## src/rtl/wb_scheduler.sv

```systemverilog
// wb_scheduler: buffers PE result groups in a 2-entry FIFO and serialises
// them into the FRAM write port, sharing the port with a host loader.
module wb_scheduler #(
  parameter int PE_NUM          = 4,
  parameter int ADDR_W          = 12,
  parameter int DATA_W          = 32,
  parameter int HOST_STARVE_LIM = 16
) (
  input  logic                     clk,
  input  logic                     rst_n,
  input  logic                     layer_start,
  input  logic [ADDR_W-1:0]        output_baseaddr,
  input  logic [PE_NUM-1:0]        out_en,
  input  logic [PE_NUM*DATA_W-1:0] pe_result,
  output logic                     wb_busy,
  input  logic                     host_wr_req,
  input  logic [ADDR_W-1:0]        host_wr_addr,
  input  logic [DATA_W-1:0]        host_wr_data,
  output logic                     host_wr_gnt,
  output logic                     fram_we,
  output logic [ADDR_W-1:0]        fram_waddr,
  output logic [DATA_W-1:0]        fram_wdata,
  output logic                     wb_idle,
  output logic [31:0]              wb_count,
  output logic                     overflow
);

  localparam int SW = $clog2(HOST_STARVE_LIM + 1);
  localparam int LW = (PE_NUM > 1) ? $clog2(PE_NUM) : 1;

  logic [PE_NUM-1:0]        r_mask [2];
  logic [PE_NUM*DATA_W-1:0] r_data [2];
  logic                     r_head;
  logic                     r_tail;
  logic [1:0]               r_cnt;
  logic [ADDR_W-1:0]        r_wr_ptr;
  logic [SW-1:0]            r_starve;
  logic [31:0]              r_wb_count;
  logic                     r_ovf;
  logic                     r_we;
  logic [ADDR_W-1:0]        r_waddr;
  logic [DATA_W-1:0]        r_wdata;

  logic              w_empty;
  logic              w_full;
  logic [PE_NUM-1:0] w_hmask;
  logic [PE_NUM-1:0] w_low;
  logic [LW-1:0]     w_lane;
  logic [DATA_W-1:0] w_lane_data;
  logic              w_force;
  logic              w_wb_slot;
  logic              w_wb_wr;
  logic              w_last;
  logic              w_pop;
  logic              w_has;
  logic              w_cap;
  logic              w_drop;

  assign w_empty = (r_cnt == 2'd0);
  assign w_full  = (r_cnt == 2'd2);
  assign w_hmask = r_mask[r_head];
  assign w_low   = w_hmask & ~(w_hmask - PE_NUM'(1));

  always_comb begin
    w_lane = '0;
    for (int i = PE_NUM - 1; i >= 0; i--)
      if (w_hmask[i]) w_lane = LW'(i);
  end

  assign w_lane_data = r_data[r_head][w_lane*DATA_W +: DATA_W];

  // Forced host slot beats WB; otherwise host only gets an empty FIFO.
  assign w_force     = (r_starve == SW'(HOST_STARVE_LIM)) && host_wr_req;
  assign w_wb_slot   = !w_force && !w_empty;
  assign w_wb_wr     = w_wb_slot && !layer_start;
  assign host_wr_gnt = w_force || (host_wr_req && w_empty);

  assign w_last = ((w_hmask & ~w_low) == '0);
  assign w_pop  = w_wb_wr && w_last;
  assign w_has  = |out_en;
  assign w_cap  = w_has && (!w_full || w_pop) && !layer_start;
  assign w_drop = w_has && w_full && !w_pop && !layer_start;

  always_ff @(posedge clk or negedge rst_n) begin
    if (!rst_n) begin
      for (int i = 0; i < 2; i++) begin
        r_mask[i] <= '0;
        r_data[i] <= '0;
      end
      r_head     <= 1'b0;
      r_tail     <= 1'b0;
      r_cnt      <= 2'd0;
      r_wr_ptr   <= '0;
      r_wb_count <= '0;
      r_ovf      <= 1'b0;
    end else if (layer_start) begin
      r_head     <= 1'b0;
      r_tail     <= 1'b0;
      r_cnt      <= 2'd0;
      r_wr_ptr   <= output_baseaddr;
      r_wb_count <= '0;
      r_ovf      <= 1'b0;
    end else begin
      if (w_wb_wr) begin
        r_mask[r_head] <= w_hmask & ~w_low;
        r_wr_ptr       <= r_wr_ptr + ADDR_W'(1);
        r_wb_count     <= r_wb_count + 32'd1;
      end
      if (w_pop)
        r_head <= ~r_head;
      // On full+pop the tail aliases the head; the capture wins.
      if (w_cap) begin
        r_mask[r_tail] <= out_en;
        r_data[r_tail] <= pe_result;
        r_tail         <= ~r_tail;
      end
      unique case ({w_cap, w_pop})
        2'b10:   r_cnt <= r_cnt + 2'd1;
        2'b01:   r_cnt <= r_cnt - 2'd1;
        default: r_cnt <= r_cnt;
      endcase
      if (w_drop)
        r_ovf <= 1'b1;
    end
  end

  always_ff @(posedge clk or negedge rst_n) begin
    if (!rst_n)
      r_starve <= '0;
    else if (layer_start || host_wr_gnt)
      r_starve <= '0;
    else if (host_wr_req && (r_starve != SW'(HOST_STARVE_LIM)))
      r_starve <= r_starve + SW'(1);
  end

  always_ff @(posedge clk or negedge rst_n) begin
    if (!rst_n) begin
      r_we    <= 1'b0;
      r_waddr <= '0;
      r_wdata <= '0;
    end else begin
      r_we <= w_wb_wr || host_wr_gnt;
      unique case (1'b1)
        host_wr_gnt: begin
          r_waddr <= host_wr_addr;
          r_wdata <= host_wr_data;
        end
        w_wb_wr: begin
          r_waddr <= r_wr_ptr;
          r_wdata <= w_lane_data;
        end
        default: ;
      endcase
    end
  end

  assign fram_we    = r_we;
  assign fram_waddr = r_waddr;
  assign fram_wdata = r_wdata;
  assign wb_busy    = w_full;
  assign wb_idle    = w_empty && !r_we;
  assign wb_count   = r_wb_count;
  assign overflow   = r_ovf;

endmodule

```

## config.mk

```make
export PLATFORM = sky130hd
export DESIGN_NAME = wb_scheduler
export DESIGN_NICKNAME = d
export VERILOG_FILES = /design/src/rtl/wb_scheduler.sv
export SDC_FILE = /design/constraint.sdc
export NUM_CORES = 1
export LEC_CHECK = 0
export CAP_MARGIN = 10
export CORE_ASPECT_RATIO = 1.2
export CORE_MARGIN = 3
export CORE_UTILIZATION = 54
export CTS_BUF_LIST = sky130_fd_sc_hd__clkbuf_16
export CTS_CLUSTER_DIAMETER = 200
export CTS_CLUSTER_SIZE = 30
export DETAILED_ROUTE_END_ITERATION = 8
export GPL_ROUTABILITY_DRIVEN = 0
export PLACE_DENSITY = 0.79
export SYNTH_ARGS = -nofsm -noshare
export SYNTH_HDL_FRONTEND = slang
export SYNTH_SLANG_ARGS = --single-unit
```

## constraint.sdc

```tcl
create_clock -name clk -period 2.9 [get_ports clk]
set_input_delay 0.58 -clock clk [delete_from_list [all_inputs] [get_ports clk]]
set_output_delay 0.58 -clock clk [all_outputs]
set_load 0.005 [all_outputs]
```

==> summary.md, run 1 <==
| Metric | Value |
|---|---|
| Synth cell types | 57 |
| Synthesized Nets | 1,644 |
| Worst EP arrival | about 2300 ps |
| Number of global-route vias before repair | roughly 13,000 |
| Clock Path Buffers | 3 |
| Outcome | finished, violations left |
| DR WL/cell | about 22 µm |
| Ys flop type | dfrtp_1 |
| Design area | between 20,000 and 25,000 µm² |
| Req. time, crit path | between 2000 and 2500 ps |
| Final hold vios | 3 |
| Die Height | between 200 and 250 µm |
| Area grow syn2layout | 23.0% |
| Post-route minimum period | around 2800 ps |
| Avg Vias per Cell | slightly above 6 |
| Worst hold slack | -2.89 ps |
| Synth async-reset ratio | 1.00 |
| Largest net degree at the start of global routing | 72 |
| Most common cell after layout, fill and taps aside | dfrtp_1 |
| Post-Syn Instances | between 1,000 and 1,500 |
| First-pass GRT wire length | 71.9 mm |
| Most area-consuming cells after synthesis | dfrtp_1, mux2_2, mux2i_1, mux2_1, a22oi_1 |
| Max_cap viols | 0 |
| Root buffer cell | clkbuf_16 |
| Worst clock skew | about 54 ps |
| Die area | around 34,000 µm² |
| Total power | 21.0 mW |
| EDFF count, synth | 0 |
| Hpwl dp | ~32 mm |
| Most frequent cells in the layout | dfrtp_1, clkdlybuf4s50_1, mux2_2 |
| Share of the synthesized area in the top cell type | 0.532 |
| Htree depth | 1 |
| Fmax | roughly 350 MHz |
| CP Class | register to output port |
| Setup TNS | 0 ps |
| Port buffer count | between 200 and 300 |
| Drt drc | 0 |
| Synth area leader | dfrtp_1 |
| Power Dens Cells | 1000 nW/µm² |
| Total GRT Usage | 0.265 |
| Setup-failing EPs final | 0 |
| Setup crit start kind | register |
| Row cnt | 70 |
| Total gr overflow | 0 |
| Initial Util | 0.553 |
| Synthesized cell area | 17,100 µm² |
| Die Width | ~170 µm |
| Pre-Repair DR Iteration Count | 5 |
| Crit share post-route | 0.981 |
| CTS sink count | between 300 and 400 |
| CTS tree | done |
| Layout cells sized above 1 | 0.172 |
| CP max FO | 6 |
| Slew headroom | 0.283 |
| Class of the worst hold path | input pin to async pin |
| I/O pins | 273 |
| CTS Buf Count | 16 |
| Nets | around 1,900 |
| Ys Warns | 0 |
| VDD IR max | just over 0.8 mV |
| Initial antenna violation count | 6 |
| DR iter-0 viols | between 1,000 and 1,500 |
| #FFs+latches synth | between 300 and 400 |
| Core box area | slightly above 30,000 µm² |
| Failing checks | negative hold slack |
| Final Slew Violations | 0 |
| Post-Route WL | around 46 mm |
| Leakage power | 8.97 nW |
| Nature of the critical path endpoint | output port |
| Fill count | 2,338 |
| Worst-path clk slew | 120 ps |
| Mean Syn Cell Area | approximately 12 µm² |
| Hold-fix buffers at CTS | 0 |
| Worst-skew pair later-pin latency | approximately 530 ps |
| Slew @ Worst Pin | ~1100 ps |
| Via count | 12,700 |
| Dpl cells | 2,067 |
| Post-route ant nets | 0 |
| Finished Layout Cells | about 2,100 |
| DP Area | about 20,000 µm² |
| Sequential element share of the synthesized area | 0.532 |
## state kept, by name, indices dropped and copies added (netlist names)
name        count
r_data        256
fram_wdata     32
wb_count       32
fram_waddr     12
r_wr_ptr       12
r_mask          8
r_starve        5
r_cnt           2
fram_we         1
overflow        1
r_head          1
r_tail          1
## logic make-up (layout without fill, tap and decap cells)
| logic type | Yosys count | in the layout | share of synthesized area |
|---|---|---|---|
| adder cells (fa/ha/maj) | 6 | 6 | 0.00411 |
| multiplexers | 334 | 334 | 0.215 |
| flip-flops | 363 | 363 | 0.532 |
| other | 0 | 1 | 0 |
| buffers and inverters | 117 | 362 | 0.0331 |
| AO/OA/AOI/OAI | 256 | 256 | 0.106 |
| AND/OR/NAND/NOR | 347 | 347 | 0.0964 |
| XOR/XNOR | 25 | 25 | 0.0128 |
## layer usage
metal	share of wire	global-route usage	wire (µm)	vias up
met1	0.40	0.344	18400	6437
li1	-	-	-	5683
met3	0.063	0.0388	2890	82
met5	0.00080	0	37	-
met4	0.037	0.0938	1690	8
met2	0.50	0.455	23100	441
## stage by stage
step	util	hold slack, ps	worst slack, ps
final	0.681	-2.89	53.7
after floorplan	-	284	506
after global placement	0.665	468	-151
after CTS	0.680	14.6	2.93
after global routing	0.681	17.5	-12.0
after detailed placement	0.665	475	-147
## synthesized netlist by cell type, types with 2 or more instances
cell type	number
buf_1	8
clkbuf_1	59
buf_6	9
and4_1	4
nand3_1	18
or3_1	9
o22a_1	32
xor2_1	15
a211o_1	33
xnor2_1	10
o21a_1	3
nor2b_1	3
a31oi_1	4
mux2i_1	75
dfrtp_1	363
buf_2	19
nand2_1	110
ha_1	4
a22oi_1	64
o22ai_1	8
a21oi_1	56
o31ai_1	14
nor4_1	7
nor2_1	113
o21ai_0	25
maj3_1	2
nand4_1	10
and3_1	35
or2_2	4
mux2_2	193
inv_1	12
o31a_1	2
nor3_1	3
buf_4	9
mux2_1	66
o21ai_1	3
nand2b_1	12
or4_1	13
## power breakdown
| group | total (mW) | internal, mW | switching, mW |
|---|---|---|---|
| clock network | 2.65 | 1.08 | 1.57 |
| logic | 9.70 | 5.03 | 4.67 |
| registers | 8.65 | 7.31 | 1.34 |
| total | 21.0 | 13.4 | 7.58 |
## worst max-delay path: stages, from the launching register on
cell             delay [ps]
dfrtp_1                 430
inv_1                    80
ha_1                    150
and4bb_4                310
a22oi_2                 100
inv_2                   150
clkdlybuf4s50_1         520
## path summary, 6_finish.rpt
path | from | end | slack, ps | depth (start not counted)
setup / recovery | r_starve[1]$_DFFE_PN0P_ | host_wr_gnt | 50 | 6
hold / removal | rst_n | fram_waddr[11]$_DFFE_PN0P_ | -3 | 1
setup reg to reg | r_mask[5]$_DFFE_PN0N_ | r_data[201]$_DFFE_PN0P_ | 300 | 8
hold reg to reg | r_data[155]$_DFFE_PN0P_ | r_data[155]$_DFFE_PN0P_ | 500 | 1
max in group asynchronous | rst_n | fram_wdata[3]$_DFFE_PN0P_ | 2100 | 2
min in group clk | layer_start | wb_count[3]$_DFFE_PN0P_ | 400 | 2
## final cells by class
class	instances	area (µm²)	share of cell area
Sequential cell	363	9080	0.433
Multi-Input combinational cell	968	7450	0.355
Timing Repair Buffer	331	3450	0.165
Tap cell	396	495	0.0236
Clock buffer	17	425	0.0203
Inverter	13	48.8	0.00232
Clock inverter	1	30.0	0.00143
Antenna cell	1	2.50	0.000119
## timing repair
item                       4_1_cts  5_1_grt
resized for setup                2        1
setup endpoints to repair        1        1
setup buffers                    0        4
Power figures use the tool's default switching activity.
==> inputs of run 2 (changes only) <==
- SLEW_MARGIN: not set -> 0
==> results of run 2 <==
Final layout, timing and power as in run 1 (identical DEF).
